`src/rtl/divider.sv`:
```
// Iterative restoring divider: one quotient bit per clock through a subtract-mode add.
// Define DIV_SIGNED_EN for two's-complement operands (magnitude core + final sign fix).
module divider #(
  parameter int WIDTH = 32
) (
  input  logic             clk,
  input  logic             rst,
  input  logic             start,
  input  logic [WIDTH-1:0] i_1,
  input  logic [WIDTH-1:0] i_2,
  output logic             busy,
  output logic             valid,
  output logic [WIDTH-1:0] o,
  output logic [WIDTH-1:0] remainder,
  output logic             zero_flag,
  output logic             exception_flag,
  output logic             overflow_flag
);

  localparam int CW = $clog2(WIDTH + 1);

  typedef enum logic {IDLE, RUN} state_t;

  state_t           state, state_d;
  logic [WIDTH-1:0] rem, rem_d;
  logic [WIDTH-1:0] quo, quo_d;
  logic [WIDTH-1:0] dvs, dvs_d;
  logic [CW-1:0]    cnt, cnt_d;
  logic             neg_q, neg_q_d, neg_r, neg_r_d, ovf, ovf_d;
  logic             busy_d, valid_d, zf_d, ef_d, of_d;
  logic [WIDTH-1:0] o_d, rout_d;

  // operand conditioning at latch time
  logic             a_neg, b_neg, ovf_in;
  logic [WIDTH-1:0] a_mag, b_mag;

`ifdef DIV_SIGNED_EN
  assign a_neg  = i_1[WIDTH-1];
  assign b_neg  = i_2[WIDTH-1];
  assign ovf_in = (i_1 == {1'b1, {(WIDTH-1){1'b0}}}) && (&i_2);
`else
  assign a_neg  = 1'b0;
  assign b_neg  = 1'b0;
  assign ovf_in = 1'b0;
`endif

  assign a_mag = a_neg ? (~i_1 + 1'b1) : i_1;
  assign b_mag = b_neg ? (~i_2 + 1'b1) : i_2;

  // one restoring step: shift {rem,quo}, trial-subtract the divisor as invert-and-add
  logic [WIDTH:0]   rem_sh, trial;
  logic             q_bit;
  logic [WIDTH-1:0] rem_nx, quo_nx, q_fin, r_fin;

  assign rem_sh = {rem, quo[WIDTH-1]};
  assign trial  = rem_sh + {1'b1, ~dvs} + {{WIDTH{1'b0}}, 1'b1};
  assign q_bit  = ~trial[WIDTH];
  assign rem_nx = q_bit ? trial[WIDTH-1:0] : rem_sh[WIDTH-1:0];
  assign quo_nx = {quo[WIDTH-2:0], q_bit};

  // sign fix: quotient truncates toward zero, remainder follows the dividend
  assign q_fin  = neg_q ? (~quo_nx + 1'b1) : quo_nx;
  assign r_fin  = neg_r ? (~rem_nx + 1'b1) : rem_nx;

  always_comb begin
    state_d = state;
    rem_d   = rem;
    quo_d   = quo;
    dvs_d   = dvs;
    cnt_d   = cnt;
    neg_q_d = neg_q;
    neg_r_d = neg_r;
    ovf_d   = ovf;
    busy_d  = busy;
    valid_d = 1'b0;
    o_d     = o;
    rout_d  = remainder;
    zf_d    = zero_flag;
    ef_d    = exception_flag;
    of_d    = overflow_flag;
    case (state)
      IDLE: begin
        if (start) begin
          if (i_2 == '0) begin
            o_d     = '1;
            rout_d  = i_1;
            zf_d    = 1'b0;
            ef_d    = 1'b1;
            of_d    = 1'b0;
            valid_d = 1'b1;
          end else begin
            rem_d   = '0;
            quo_d   = a_mag;
            dvs_d   = b_mag;
            cnt_d   = CW'(WIDTH);
            neg_q_d = a_neg ^ b_neg;
            neg_r_d = a_neg;
            ovf_d   = ovf_in;
            busy_d  = 1'b1;
            state_d = RUN;
          end
        end
      end
      RUN: begin
        rem_d = rem_nx;
        quo_d = quo_nx;
        cnt_d = cnt - 1'b1;
        if (cnt == CW'(1)) begin
          o_d     = q_fin;
          rout_d  = r_fin;
          zf_d    = (q_fin == '0);
          ef_d    = 1'b0;
          of_d    = ovf;
          valid_d = 1'b1;
          busy_d  = 1'b0;
          state_d = IDLE;
        end
      end
      default: state_d = IDLE;
    endcase
  end

  always_ff @(posedge clk) begin
    if (rst) begin
      state          <= IDLE;
      rem            <= '0;
      quo            <= '0;
      dvs            <= '0;
      cnt            <= '0;
      neg_q          <= 1'b0;
      neg_r          <= 1'b0;
      ovf            <= 1'b0;
      busy           <= 1'b0;
      valid          <= 1'b0;
      o              <= '0;
      remainder      <= '0;
      zero_flag      <= 1'b0;
      exception_flag <= 1'b0;
      overflow_flag  <= 1'b0;
    end else begin
      state          <= state_d;
      rem            <= rem_d;
      quo            <= quo_d;
      dvs            <= dvs_d;
      cnt            <= cnt_d;
      neg_q          <= neg_q_d;
      neg_r          <= neg_r_d;
      ovf            <= ovf_d;
      busy           <= busy_d;
      valid          <= valid_d;
      o              <= o_d;
      remainder      <= rout_d;
      zero_flag      <= zf_d;
      exception_flag <= ef_d;
      overflow_flag  <= of_d;
    end
  end

endmodule
```
`config.mk`:
```
export PLATFORM = sky130hd
export DESIGN_NAME = divider
export DESIGN_NICKNAME = d
export VERILOG_FILES = /design/src/rtl/divider.sv
export SDC_FILE = /design/constraint.sdc
export NUM_CORES = 1
export LEC_CHECK = 0
export ABC_AREA = 1
export CAP_MARGIN = 20
export CORE_ASPECT_RATIO = 0.6
export CORE_UTILIZATION = 55
export DETAILED_ROUTE_END_ITERATION = 8
export PLACE_DENSITY_LB_ADDON = 0.15
export SLEW_MARGIN = 15
export SYNTH_ARGS = -nofsm -noshare
export SYNTH_HDL_FRONTEND = slang
export SYNTH_SLANG_ARGS = --single-unit
```
`constraint.sdc`:
```
create_clock -name clk -period 4.3 [get_ports clk]
set_clock_uncertainty 0.15 [all_clocks]
set_input_delay 0.86 -clock clk [delete_from_list [all_inputs] [get_ports clk]]
set_output_delay 0.86 -clock clk [all_outputs]
set_load 0.01 [all_outputs]
```
==> results.yml <==
placed_design:
  place_congestion: 0.939
  dpl.hpwl_mm: 21.7
  port_buffers: 134
worst_setup_path:
  cp_max_fo: 13
  slowest_stage: "nor2_2"
  path_cells: "inv_1 -> ha_1 -> inv_1 -> fa_1 -> nand2_1 -> nand2_1 -> nand3_2 -> nand2_2 -> nand2_2 -> nand2_4 -> nand2_4 -> nand2_4 -> nand2_1 -> nand2_1 -> nor2_2 -> nand2_1 -> nand3_1 -> nand2_1 -> inv_1"
  crit_path_end_kind: "flop"
  path_class: "flop to flop"
  cp-start-kind: "flop"
  crit_top_cell: "nand2_1"
  cpPeakStageDelay_ns: 0.57
  arrival_ns: 3.63
  crit_required_ns: 4.54
synth:
  netlist_area_um2: 10100
  muxShareOfSynthArea_pct: 0
  yosysSeqAreaShare_pct: 34.0
  yosys.area_share.adder_pct: 4.42
  postSynthCellCount: 1560
  synth_xor_area_share_pct: 1.65
  ys.flop_type: "dfxtp_1"
  synth_compound_area_share_pct: 14.6
  yosys.area_share.simple_pct: 31.4
  ys_warn_count: 0
  syn-num-nets: 1662
  synth_edf_count: 0
  synth_top_family_by_area: "simple AND/OR/NAND/NOR gates"
  synth_area_per_cell_um2: 6.46
  ys_seq_elements: 171
  ys_types: 43
  synthArstFlopShare_pct: 0
floorplanning:
  dieArea_um2: 18900
  dieWidth_um: 177
  die_y_um: 107
  io_pins: 136
  start_util_pct: 57.4
  fp-row-count: 37
  core_area_um2: 17500
final_layout:
  final_nets: 1764
  area_delta_synth_final_pct: 21.1
  seqCellArea_um2: 3420
  n_antenna_cell: 0
  nFillCells: 1546
  final_util_pct: 69.6
  multi_input_area_um2: 5250
  drive_above_1_share_pct: 5.85
worst_hold_path:
  hp-class: "flop to flop"
cts:
  clk_latency_ns: 0.45
  numClockSinks: 171
  post-cts-setup-buffers: 0
  cts_tree: "done"
  cts_buffer_depth: 2
  h-tree-depth: 4
  cts_buffers: 17
  clockRootBuffer: "clkbuf_16"
  ctsResizeCount: 0
  clk_pin_slew_ns: 0.07
  cts_hold_buf: 0
flow_run:
  drv_cap: 0
detailed_routing:
  drtIter0Drc: 1035
  vias: 10100
  wire_per_inst_um: 15.3
  viasPerCell: 5.31
  first_pass_iters: 6
  ant_nets: 0
  drc: 0
  wl_mm: 29.3
timing:
  drv_slew: 0
  rsz0062_at_grt: "false"
  final-setup-viol-count: 0
  fin_crit_sh_pct: 78.9
  tightest_slew_ns: 0.981
  finalHoldViolCount: 0
  relSlewSlack_pct: 33.7
  finalSetupTns_ns: 0
  fmax_mhz: 295
  finalCriticalPeriod_ns: 3.39
grt:
  grt_pass1_wl_mm: 47.3
  grt_usage_pct: 32.0
  antenna_found_initial: 0
  grt_max_degree: 88
  grt-ovfl-total: 0
  grt_pass1_vias: 9307
power:
  irDropWorstVdd_v: 0.000379
  power_density_nw_per_um2: 475
  leakage_uw: 0.00656
run_status:
  status: "completed"
-- critical path, delay by kind of cell, from the launching register on --
kind          cells  cell delay, ns
fa+ha+maj         2            0.60
buf+inv           3            0.25
flops             1            0.34
simple gates     14            2.00
-- layout make-up --
type | instances | area share, %
Multi-Input combinational cell | 1031 | 43.0
Clock buffer | 21 | 3.77
Timing Repair Buffer | 150 | 12.3
Clock inverter | 11 | 1.57
Tap cell | 234 | 2.40
Sequential cell | 171 | 28.1
Inverter | 291 | 8.95
-- cells in the mapped netlist (12+ instances only) --
master | n | area share [%]
nand3b_1 | 16 | 1.2
nand3_1 | 109 | 5.4
nor2_1 | 110 | 4.1
o22ai_1 | 12 | 0.74
clkbuf_1 | 39 | 1.5
xor2_1 | 12 | 1.0
a21boi_0 | 23 | 1.7
nand4_1 | 16 | 0.99
buf_2 | 18 | 0.89
nand2_4 | 15 | 1.7
o21ai_0 | 119 | 5.9
nor3_1 | 26 | 1.3
dfxtp_1 | 171 | 34
ha_1 | 34 | 4.2
a21oi_1 | 92 | 4.6
nand2_1 | 383 | 14
inv_1 | 281 | 10
-- cell usage in the layout, fill, tap and decap left out, types with 3 or more instances in the layout --
cell,instances
nand2_1,382
o21bai_1,3
clkinv_4,3
dfxtp_1,170
or2_2,3
o22ai_1,12
ha_1,34
clkinv_2,3
nor2_1,110
buf_12,3
inv_1,280
a21boi_1,9
o21ai_0,119
nor3_1,26
nand3b_1,16
nor4_1,11
nand2_2,9
xnor2_1,7
bufinv_16,5
a21oi_1,92
nor2_2,5
buf_4,13
clkdlybuf4s50_1,134
nand3_1,109
a21boi_0,23
nand4_1,16
clkbuf_16,17
xor2_1,12
nand2_4,15
inv_2,11
-- flip-flops by register name (all words and copies together) (netlist names) --
name,cells
rem,32
cnt,6
busy,1
zero_flag,1
dvs,32
state,1
remainder,32
valid,1
o,32
quo,32
exception_flag,1
-- cell families after synthesis --
logic type      count (synthesis)
xor+xnor                       19
buf+inv                       358
flops                         171
other cells                     1
simple gates                  709
compound gates                267
fa+ha+maj                      35
-- path summary, 6_finish.rpt --
check                            start                    to  slack [ns]  depth (start not counted)
setup / recovery  quo[31]$_SDFFE_PP0P_  rem[26]$_SDFFE_PP0P_        0.91                         19
hold / removal    dvs[26]$_SDFFE_PP0P_  dvs[26]$_SDFFE_PP0P_        0.31                          2
hold reg to reg   dvs[26]$_SDFFE_PP0P_  dvs[26]$_SDFFE_PP0P_        0.31                          2
setup reg to reg  quo[31]$_SDFFE_PP0P_  rem[26]$_SDFFE_PP0P_        0.91                         19
-- layer usage --
metal,vias up,GRT usage (%),wire length (um)
li1,5126,-,-
met1,4595,46.7,14000
met2,388,47.9,12500
met3,37,5.57,2280
met4,0,9.11,486
met5,-,0,0
-- report_power, final --
part	switching (uW)	total, uW	internal [uW]
clock	666	1730	1060
sequential	115	1840	1730
combinational	1470	2230	761
-- per-stage QoR --
stage | total power (uW) | hold slack [ns] | worst slack (ns) | cells | area (um^2)
final | 5800 | 0.309 | 0.908 | 1909 | 12200
after global routing | 6130 | 0.336 | 0.685 | 1909 | 12200
after CTS | 5760 | 0.309 | 0.961 | 1909 | 12200
after detailed placement | 4040 | 0.300 | 0.636 | 1877 | 11600
after global placement | 4000 | 0.296 | 0.660 | 1877 | 11600
after floorplan | 3460 | 0.283 | 1.92 | 1560 | 10100
Power figures use the tool's default switching activity.
